==> src/rtl/uart_framer_pkg.sv <==
// Shared constants and the TX state type for the UART word framer.
package uart_framer_pkg;

    localparam int unsigned BYTE_W                 = 8;
    localparam int unsigned DEFAULT_RX_BYTES       = 80;
    localparam int unsigned DEFAULT_TX_BYTES       = 4;
    localparam int unsigned DEFAULT_TIMEOUT_CYCLES = 5_000_000;

    typedef enum logic [1:0] {
        IDLE,
        SEND,
        WAIT_BUSY,
        WAIT_IDLE
    } tx_state_t;

endpackage

==> src/rtl/uart_tx_serializer.sv <==
// Sends a TX_BYTES-wide word MSB byte first, handing one byte at a time to the UART
// and waiting for each tx_busy rise and fall before moving on.
module uart_tx_serializer
    import uart_framer_pkg::*;
#(
    parameter int unsigned TX_BYTES = DEFAULT_TX_BYTES
) (
    input  logic                       clock,
    input  logic                       reset,
    input  logic [TX_BYTES*BYTE_W-1:0] tx_data,
    input  logic                       tx_start,
    input  logic                       tx_busy,
    output logic                       tx_ready,
    output logic                       tx_done,
    output logic [BYTE_W-1:0]          tx_byte,
    output logic                       tx_wr_en
);

    localparam int unsigned TX_W  = TX_BYTES * BYTE_W;
    localparam int unsigned REM_W = $clog2(TX_BYTES + 1);

    tx_state_t         state_q, state_d;
    logic [TX_W-1:0]   shreg_q, shreg_d;
    logic [REM_W-1:0]  remaining_q, remaining_d;
    logic [BYTE_W-1:0] byte_q, byte_d;
    logic              wr_en_q, wr_en_d;
    logic              done_q, done_d;

    always_comb begin
        state_d     = state_q;
        shreg_d     = shreg_q;
        remaining_d = remaining_q;
        byte_d      = byte_q;
        wr_en_d     = 1'b0;
        done_d      = 1'b0;
        unique case (state_q)
            IDLE: begin
                if (tx_start) begin
                    shreg_d     = tx_data;
                    remaining_d = REM_W'(TX_BYTES);
                    state_d     = SEND;
                end
            end
            SEND: begin
                if (!tx_busy) begin
                    byte_d  = shreg_q[TX_W-1 -: BYTE_W];
                    wr_en_d = 1'b1;
                    state_d = WAIT_BUSY;
                end
            end
            WAIT_BUSY: begin
                if (tx_busy) begin
                    state_d = WAIT_IDLE;
                end
            end
            WAIT_IDLE: begin
                // The byte counts as sent only once the UART has finished it.
                if (!tx_busy) begin
                    shreg_d     = shreg_q << BYTE_W;
                    remaining_d = remaining_q - REM_W'(1);
                    if (remaining_q == REM_W'(1)) begin
                        state_d = IDLE;
                        done_d  = 1'b1;
                    end else begin
                        state_d = SEND;
                    end
                end
            end
            default: state_d = IDLE;
        endcase
    end

    always_ff @(posedge clock) begin
        if (reset) begin
            state_q     <= IDLE;
            shreg_q     <= '0;
            remaining_q <= '0;
            byte_q      <= '0;
            wr_en_q     <= 1'b0;
            done_q      <= 1'b0;
        end else begin
            state_q     <= state_d;
            shreg_q     <= shreg_d;
            remaining_q <= remaining_d;
            byte_q      <= byte_d;
            wr_en_q     <= wr_en_d;
            done_q      <= done_d;
        end
    end

    assign tx_ready = (state_q == IDLE);
    assign tx_done  = done_q;
    assign tx_byte  = byte_q;
    assign tx_wr_en = wr_en_q;

endmodule

==> src/rtl/uart_word_framer.sv <==
// Frames the UART byte stream for the miner: assembles RX_BYTES-byte frames with
// valid/ack, overrun and idle timeout, and serialises TX words via uart_tx_serializer.
module uart_word_framer
    import uart_framer_pkg::*;
#(
    parameter int unsigned RX_BYTES       = DEFAULT_RX_BYTES,
    parameter int unsigned TX_BYTES       = DEFAULT_TX_BYTES,
    parameter int unsigned TIMEOUT_CYCLES = DEFAULT_TIMEOUT_CYCLES
) (
    input  logic                       clock,
    input  logic                       reset,
    input  logic [BYTE_W-1:0]          rx_byte,
    input  logic                       rx_rdy,
    output logic                       rx_clr,
    output logic [RX_BYTES*BYTE_W-1:0] rx_data,
    output logic                       rx_valid,
    input  logic                       rx_ack,
    output logic                       rx_overrun,
    input  logic [TX_BYTES*BYTE_W-1:0] tx_data,
    input  logic                       tx_start,
    output logic                       tx_ready,
    output logic                       tx_done,
    output logic [BYTE_W-1:0]          tx_byte,
    output logic                       tx_wr_en,
    input  logic                       tx_busy
);

    localparam int unsigned RX_W  = RX_BYTES * BYTE_W;
    localparam int unsigned CNT_W = $clog2(RX_BYTES + 1);
    localparam int unsigned TMO_W = (TIMEOUT_CYCLES > 1) ? $clog2(TIMEOUT_CYCLES) : 1;

    logic [RX_W-1:0]  data_q, data_d;
    logic             valid_q, valid_d;
    logic             overrun_q, overrun_d;
    logic             clr_q, clr_d;
    logic [CNT_W-1:0] count_q, count_d;
    logic [TMO_W-1:0] tmo_q, tmo_d;
    logic             accept;

    // rdy is still high during the clear cycle; masking with clr_q avoids taking it twice.
    assign accept = rx_rdy && !clr_q;

    always_comb begin
        data_d    = data_q;
        valid_d   = valid_q;
        overrun_d = overrun_q;
        count_d   = count_q;
        tmo_d     = tmo_q;
        clr_d     = accept;

        if (rx_ack && valid_q) begin
            valid_d   = 1'b0;
            overrun_d = 1'b0;
        end

        if (accept) begin
            tmo_d = '0;
            if (valid_d) begin
                overrun_d = 1'b1;
            end else begin
                data_d = RX_W'({data_q, rx_byte});
                if (count_q == CNT_W'(RX_BYTES - 1)) begin
                    valid_d = 1'b1;
                    count_d = '0;
                end else begin
                    count_d = count_q + CNT_W'(1);
                end
            end
        end else if (count_q == '0) begin
            tmo_d = '0;
        end else if (tmo_q == TMO_W'(TIMEOUT_CYCLES - 1)) begin
            // Stale bytes stay in data_q; the next frame shifts them out.
            count_d = '0;
            tmo_d   = '0;
        end else begin
            tmo_d = tmo_q + TMO_W'(1);
        end
    end

    always_ff @(posedge clock) begin
        if (reset) begin
            data_q    <= '0;
            valid_q   <= 1'b0;
            overrun_q <= 1'b0;
            clr_q     <= 1'b0;
            count_q   <= '0;
            tmo_q     <= '0;
        end else begin
            data_q    <= data_d;
            valid_q   <= valid_d;
            overrun_q <= overrun_d;
            clr_q     <= clr_d;
            count_q   <= count_d;
            tmo_q     <= tmo_d;
        end
    end

    assign rx_data    = data_q;
    assign rx_valid   = valid_q;
    assign rx_overrun = overrun_q;
    assign rx_clr     = clr_q;

    uart_tx_serializer #(
        .TX_BYTES (TX_BYTES)
    ) u_tx (
        .clock    (clock),
        .reset    (reset),
        .tx_data  (tx_data),
        .tx_start (tx_start),
        .tx_busy  (tx_busy),
        .tx_ready (tx_ready),
        .tx_done  (tx_done),
        .tx_byte  (tx_byte),
        .tx_wr_en (tx_wr_en)
    );

endmodule

==> config.mk <==
export PLATFORM = sky130hd
export DESIGN_NAME = uart_word_framer
export DESIGN_NICKNAME = d
export VERILOG_FILES = /design/src/rtl/uart_framer_pkg.sv /design/src/rtl/uart_tx_serializer.sv /design/src/rtl/uart_word_framer.sv
export SDC_FILE = /design/constraint.sdc
export NUM_CORES = 1
export LEC_CHECK = 0
export CAP_MARGIN = 20
export CORE_AREA = 2 2 271 273
export CTS_CLUSTER_SIZE = 28
export DETAILED_ROUTE_END_ITERATION = 12
export DIE_AREA = 0 0 273 275
export HOLD_SLACK_MARGIN = 0.03
export PLACE_DENSITY_LB_ADDON = 0.12
export SYNTH_ARGS = -nofsm -noshare
export SYNTH_HDL_FRONTEND = slang
export SYNTH_SLANG_ARGS = --single-unit
==> constraint.sdc <==
create_clock -name clock -period 2 [get_ports clock]
set_input_delay 0.4 -clock clock [delete_from_list [all_inputs] [get_ports clock]]
set_output_delay 0.4 -clock clock [all_outputs]
set_load 0.02 [all_outputs]
# Yosys cells after proc, flatten, opt, wreduce, memory -nomap -nowiden
# Cells that the tools add are included.
[totals]
ff_bits = 720
inputBits = 46
[classes]
add_sub_neg = 3
eq_ne = 12
n_mux = 26
n_bitwise = 4
n_reduce_logical = 15
[ops]
columns = ["cell", "n"]
rows = [
  ["$mux 32", 2],
  ["$pmux 32 s2", 1],
  ["$mux 7", 5],
  ["$add 23x1->23 const B", 1],
  ["$eq 23x23->1 const B", 1],
  ["$ne 2x2->1 const B", 6],
  ["$mux 1", 10],
  ["$mux 2", 4],
  ["$pmux 2 s4", 1],
  ["$add 7x1->7 const B", 1],
  ["$eq 7x7->1 const B", 1],
  ["$logic_not 7->1", 1],
  ["$mux 3", 2],
  ["$pmux 3 s2", 1],
  ["$reduce_and 3->1", 2],
  ["$eq 2x2->1 const B", 2],
  ["$not 1->1", 4],
  ["$reduce_and 2->1", 2],
  ["$reduce_and 4->1", 1],
  ["$reduce_bool 2->1", 2],
  ["$reduce_or 4->1", 1],
  ["$eq 3x1->1 const B", 1],
  ["$reduce_or 3->1", 1],
  ["$sub 3x1->3 const B", 1],
  ["other kinds (5)", 6],
]

# Logic depth before layout (Yosys ltp)
# Gate-level depths: netlist of run 1.
[logic_depth]
depth_word = 4
depth_mapped = 8

# Hierarchy
# A second synthesis of run 1 with hierarchy kept.
[hier_totals]
hier_cells = 3206
area_unflattened_um2 = 25748.4
[modules_own_cells]
columns = ["module", "n_inst", "cells_per_inst", "area_each_um2", "seq_area_each_um2"]
rows = [
  ["uart_word_framer", 1, 2977, 23362.4, 13472.9],
  ["uart_tx_serializer", 1, 229, 2386.0, 940.9],
]

# Least setup slack after synthesis of run 1
# No wires, ideal clock.
[synth_timing]
kind = "register -> register"
startpoint = "reg u_tx.state_q[0]"
endpoint = "reg u_tx.shreg_q[24]"
arrival_ns = 1.735
t_required_ns = 1.914
slack_ns = 0.179
path_stages_with_launch = 8
n_path_buf = 2
synth_period_minus_slack_ns = 1.821
cell_sequence = "dfxtp_1 inv_1 ha_1 mux2i_1 a21oi_1 buf_2 buf_2 a211oi_1"
[synth_between]
elab_chain_cells = 3
[synth_lines]
columns = ["item", "line_no", "text"]
rows = [
  ["start, declared", "uart_tx_serializer.sv:22", "tx_state_t state_q, state_d;"],
  ["start signal, assigned", "uart_tx_serializer.sv:82", "state_q <= state_d;"],
  ["$logic_not 2->1 *", "n/a", ""],
  ["via tx_ready", "uart_word_framer.sv:21", "output logic tx_ready,"],
  ["$ne 2x2->1 (no line) / $reduce_bool 2->1 (equally long branches)", "n/a", ""],
  ["$reduce_and 3->1 (no line)", "n/a", ""],
  ["end signal, assigned", "uart_tx_serializer.sv:83", "shreg_q <= shreg_d;"],
  ["end, declared", "uart_tx_serializer.sv:23", "logic [TX_W-1:0] shreg_q, shreg_d;"],
]
# The timed path passes the listed nets; every way through them passes the cells marked *.
# A chain may end at the register's enable or synchronous reset.

# Worst setup path in the final report of run 1
[layout_timing]
startpoint = "reg data_q[427] (netlist: rx_data[427])"
endpoint = "out rx_data[427]"
[layout_rtl]
columns = ["item", "line_no", "text"]
rows = [
  ["start, declared", "uart_word_framer.sv:32", "logic [RX_W-1:0] data_q, data_d;"],
  ["start signal, assigned", "uart_word_framer.sv:89", "data_q <= data_d;"],
  ["end, declared", "uart_word_framer.sv:15", "output logic [RX_BYTES*BYTE_W-1:0] rx_data,"],
]
# No word-level cell between the ends.

==> results of run 1 <==
cells in the final DEF, fill, tap and decap left out, drive strengths merged, types with 3 or more instances in the layout:
master         netlist  layout
a211oi              28      28
a21o                 3       3
a21oi              664     664
a22oi                9       9
and2                 4       4
and3                 5       5
and4                 6       6
buf                126     125
bufinv               0       7
clkbuf             112     115
clkdlybuf4s50        0      49
clkinv               0      16
dfxtp              720     720
diode                0       3
dlygate4sd2          0     643
dlymetal6s2s         0       5
ha                   9       9
inv                 15      17
mux2i               28      28
nand2             1313    1313
nand2b               4       4
nand3               13      13
nand3b               3       3
nand4               11      11
nor2                53      53
nor2b                5       5
nor3                 5       5
nor4                 3       3
nor4b                4       4
o21ai               15      15
o22ai                3       3
o31ai                3       3
or3                  9       9
xnor2                4       4
xor2                 8       8
power by group:
part | leakage [nW] | internal [mW] | switching, mW
logic | 8.17 | 0.824 | 1.48
clock network | 1.32 | 9.00 | 5.94
registers | 5.81 | 14.6 | 0.165
total | 15.3 | 24.4 | 7.58
worst min-delay path by stage:
stage	endpoint	slack, ps	cells after the start
2_1_floorplan	tmo_q[0]$_SDFF_PP0_	410	1
3_3_place_gp	tmo_q[0]$_SDFF_PP0_	420	1
3_5_place_dp	tmo_q[0]$_SDFF_PP0_	430	1
4_1_cts	rx_data[536]$_SDFFE_PP0P_	110	2
5_1_grt	rx_data[552]$_SDFFE_PP0P_	150	2
6_report	rx_data[549]$_SDFFE_PP0P_	150	2
sequential cells by signal, indices dropped and copies added, names as in the netlist:
register,flops
count_q,7
rx_clr,1
rx_data,640
rx_overrun,1
rx_valid,1
tmo_q,23
u_tx.remaining_q,3
u_tx.shreg_q,32
u_tx.state_q,2
u_tx.tx_byte,8
u_tx.tx_done,1
u_tx.tx_wr_en,1
synth_stat cells, types with 2 or more instances:
library cell,count
and2_0,2
o31ai_1,3
nand4_1,9
a311oi_1,2
ha_1,9
inv_1,15
a21oi_1,664
o21ai_0,14
nor4_1,3
nor4bb_1,2
dfxtp_1,720
a211oi_1,28
nand3_1,13
a22oi_1,9
and3_1,5
buf_1,14
buf_2,110
a21o_1,3
nor3b_1,2
mux2i_1,28
a31oi_1,2
and4_1,6
xor2_1,8
nor2_1,52
nand2_1,1312
nor2b_1,5
and2_1,2
nor3_1,5
or3_1,9
nand3b_1,3
nor4b_1,4
clkbuf_1,111
xnor2_1,4
o22ai_1,3
nand2b_1,4
layer usage:
metal / GRT usage, % / share of wire [%]
met1: 26.4 / 42
met3: 7.06 / 7.7
met5: 0 / 0.15
met2: 36.9 / 48
met4: 8.12 / 3.1
cell families (layout without fill, tap and decap cells):
family | Yosys count | in the layout
fa+ha+maj | 9 | 9
other cells | 0 | 3
simple gates | 1443 | 1443
xor+xnor | 12 | 12
flops | 720 | 720
buf+inv | 253 | 979
compound gates | 733 | 733
mux | 28 | 28
stage by stage:
step                      hold WS [ps]  cell area [sq um]  setup slack [ps]  total power, mW
after CTS                          110              36000              2.00             32.4
final                              148              36100              54.7             32.0
after detailed placement           433              34200             -32.2             17.4
after global placement             421              34200             -2.60             17.4
after global routing               152              36100              1.03             33.2
after floorplan                    414              25500               179             16.4
layout make-up:
cell class | count | area (sq um)
Multi-Input combinational cell | 2225 | 10000
Sequential cell | 720 | 14400
Antenna cell | 3 | 7.51
Clock inverter | 27 | 334
Inverter | 15 | 56.3
Timing Repair Buffer | 823 | 7710
Clock buffer | 114 | 2330
Fill cell | 7275 | 36300
Tap cell | 959 | 1200
==> run metrics, run 1 <==
final worst-path cycle share=97.3%; Die Ht=275 um; CP Depth=1; simple-gate portion of the synthesized area=22.2%; CP endpoint kind=output port; DR pass1 iterations=6; synthesized netlist cell count=3198; WL/cell=17.8 um; largest family of logic cells by synthesized area=simple AND/OR/NAND/NOR gates; port buffer count=699; Seq/Total Area, Yosys=56.6%; worst min-delay path startpoint=reset; CTS tree=done; RSZ-0062 raised after global routing=no; DRC=0; max-capacitance violation count=0; post-CTS setup-driven buffer insertion count=0; CTS Hold Bufs=0; die footprint=75100 sq um; cell family with most CP delay=buffers and inverters; Pins Over Slew Limit=0; crit-path max FO=3; Site Rows=99; first-pass GRT wire length=130 mm; YS warnings=0; initial core utilization=35.2%; gpl congestion=0.843; VDD IR max=0.588 mV; final std cells w/o fill=4886; Post-Syn Area=25500 sq um; DR vias=23500; Area growth, synth to finish=41.5%; hold crit path type=in -> reg; layout cell share with drive strength beyond 1=6.63%; f_max=0.514 GHz; setup slack, reg-to-reg=280 ps; Clock Path Buffers=3; initial antenna violation count=13; Ports=700; Worst R2R Start=u_tx.state_q[0]$_SDFFE_PP0P_; Placed Instances=4742; Core Area=72300 sq um; Adder-Cell Fraction of Synth Area=0.442%; max incr delay on CP=610 ps; Yosys cell types=48; vias per cell=4.80; Worst R2R End=u_tx.shreg_q[7]$_SDFFE_PP0P_; nets=3919; TNS Setup=0 ps; total gr overflow=0; Relative slew margins=72.5%; CP Launch Point=rx_data[427]$_SDFFE_PP0P_; clock skew=28.1 ps; asr flop ratio synth=0%; initial drt markers=1320; Setup-failing EPs final=0; clock slew at reported path FFs=60 ps; PD cells=887 nW/um^2; gr usage total=22.0%; Post-Syn Nets=3253; Post-synth top flop=dfxtp_1; DPL Wire Length=63.0 mm; EDFF count, synth=0; WP data arrival=1550 ps; Post-Route WL=86.8 mm; final hold vios=0; CTS Sinks=720; Critical Path RT=1600 ps; CP Cell Sequence=clkdlybuf4s50_1; slowest cell on the critical path=clkdlybuf4s50_1; pin count of the biggest net entering global routing=68; leak pwr=15.3 nW; compound-gate portion of the synthesized area=14.9%; crit path kind=reg -> out; Synth Register Bits=720; Post-CTS Resized=649; post-route minimum period=1950 ps; Worst R2R Path Depth=7; syn_area_per_cell=7.97 sq um; Routed Antenna Nets=0; CP Launch Type=flip-flop; fin util=49.8%; worst setup path end=rx_data[427]; CTS Buf Count=79; WP buf/inv=1; Area contributors post-synth=dfxtp_1 (57%), nand2_1 (19%), a21oi_1 (13%), buf_2 (2.2%), clkbuf_1 (1.6%); Tightest Pin Transition=412 ps; mux cell area share after synthesis=1.10%; Synth top area share=56.6%; Synth area leader=dfxtp_1; number of global-route vias before repair=21900; clk_lat worst skew=610 ps; CTS H-tree lvls=3; die width=273 um; post-synthesis xor/xnor area fraction=0.413%; status=finished clean; CTS Root Cell=clkbuf_16
Power figures use the tool's default switching activity.
==> run 2: changes to the inputs <==
--- a/config.mk
+++ b/config.mk
@@ -15,3 +15,4 @@
 export SYNTH_ARGS = -nofsm -noshare
 export SYNTH_HDL_FRONTEND = slang
 export SYNTH_SLANG_ARGS = --single-unit
+export TNS_END_PERCENT = 1
==> run metrics, run 2 (synthesis gave the netlist of run 1 again) <==
CP Cell Sequence=clkdlybuf4s50_1; clock skew=28.1 ps; post-route setup slack=54.7 ps; Ports=700; Post-CTS Resized=646; DR vias=23500; Placed Instances=4742; most common cell after layout, fill and taps aside=nand2_1; CTS Root Cell=clkbuf_16; hold crit path type=in -> reg; gpl congestion=0.843; port buffer count=699; leak pwr=15.3 nW; Area growth, synth to finish=41.5%; vias per cell=4.80; f_max=0.514 GHz; design area=36100 sq um; final hold vios=0; Core Area=72300 sq um; nets=3919; gr usage total=22.0%; Die Ht=275 um; DRC=0; final worst-path cycle share=97.3%; Clk pwr share=46.7%; CTS tree=done; Relative slew margins=72.5%; WP buf/inv=1; max incr delay on CP=610 ps; die width=273 um; crit-path max FO=3; status=finished clean; PD cells=887 nW/um^2; final std cells w/o fill=4886; DR pass1 iterations=6; post-route minimum period=1950 ps; initial core utilization=35.2%; CTS Hold Bufs=0; Setup-failing EPs final=0; NetSw=7.58 mW; CTS H-tree lvls=3; clk_lat worst skew=610 ps; hold slack final=148 ps; Critical Path RT=1600 ps; WL/cell=17.8 um; Internal Power=24.4 mW; sw frac=23.7%; commonest non-fill, non-tap cells in the layout=nand2_1 (1311), dfxtp_1 (720), a21oi_1 (663), dlygate4sd2_1 (643), clkbuf_16 (82); Routed Antenna Nets=0; first-pass GRT wire length=130 mm; RSZ-0062 raised after global routing=no; cell family with most CP delay=buffers and inverters; WP data arrival=1550 ps; layout cell share with drive strength beyond 1=6.63%; Site Rows=99; pre-CTS setup slack=-32.2 ps; max-capacitance violation count=0; Pins Over Slew Limit=0; total gr overflow=0; Post-Route WL=86.9 mm; slowest cell on the critical path=clkdlybuf4s50_1; CTS Sinks=720; CP Launch Type=flip-flop; max reg flops=640; VDD IR max=0.588 mV; crit path kind=reg -> out; post-CTS setup-driven buffer insertion count=0; die footprint=75100 sq um; initial drt markers=1320; initial antenna violation count=13; number of global-route vias before repair=21900; pin count of the biggest net entering global routing=68; CP endpoint kind=output port; DPL Wire Length=63.0 mm; dpl cell area=34200 sq um; Tightest Pin Transition=412 ps; Clock Path Buffers=3; part of the power in combinational logic=7.2%; fin util=49.8%; clock slew at reported path FFs=60 ps; CTS Buf Count=79; Seq pwr share=46.1%
-- run 2: cell counts in the layout (fill, tap and decap cells not counted) --
Identical to the previous run, type by type.
-- run 2: worst paths after layout --
kind              slack (ps)  cells past startpoint                           end                         start
setup / recovery          50                      1                  rx_data[427]     rx_data[427]$_SDFFE_PP0P_
hold / removal           150                      2     rx_data[549]$_SDFFE_PP0P_                         reset
setup reg to reg         280                      7  u_tx.shreg_q[7]$_SDFFE_PP0P_  u_tx.state_q[0]$_SDFFE_PP0P_
hold reg to reg          440                      1           tmo_q[0]$_SDFF_PP0_           tmo_q[0]$_SDFF_PP0_
-- run 2: metrics by stage --
stage          setup TNS (ps)  power [mW]
2_1_floorplan               0        16.4
3_3_place_gp            -2.71        17.4
3_5_place_dp             -637        17.4
4_1_cts                  -128        32.4
5_1_grt                     0        33.2
6_report                    0        32.0
-- run 2: power by group through the flow --
stage                     logic [mW]  registers [mW]  clock network (mW)
after floorplan                 1.35            15.0                   0
after global placement          2.33            15.1                   0
after detailed placement        2.33            15.1                   0
after CTS                       2.31            14.7                15.3
after global routing            2.54            14.8                15.9
final                           2.30            14.7                14.9
-- run 2: area by class of cell --
class / instances / area [sq um]
antenna: 3 / 7.51
clock buffer: 114 / 2330
clock inverter: 27 / 334
fill: 7275 / 36300
inverter: 15 / 56.3
multi-input combinational: 2225 / 10000
sequential: 720 / 14400
tap: 959 / 1200
timing repair buffer: 823 / 7710
-- run 2: layer usage --
| metal | share of wire, % | global-route usage (%) | vias up |
|---|---|---|---|
| li1 | - | - | 11800 |
| met1 | 42 | 26.4 | 10900 |
| met2 | 48 | 36.9 | 614 |
| met3 | 7.7 | 7.06 | 166 |
| met4 | 3.1 | 8.12 | 20 |
| met5 | 0.15 | 0 | - |
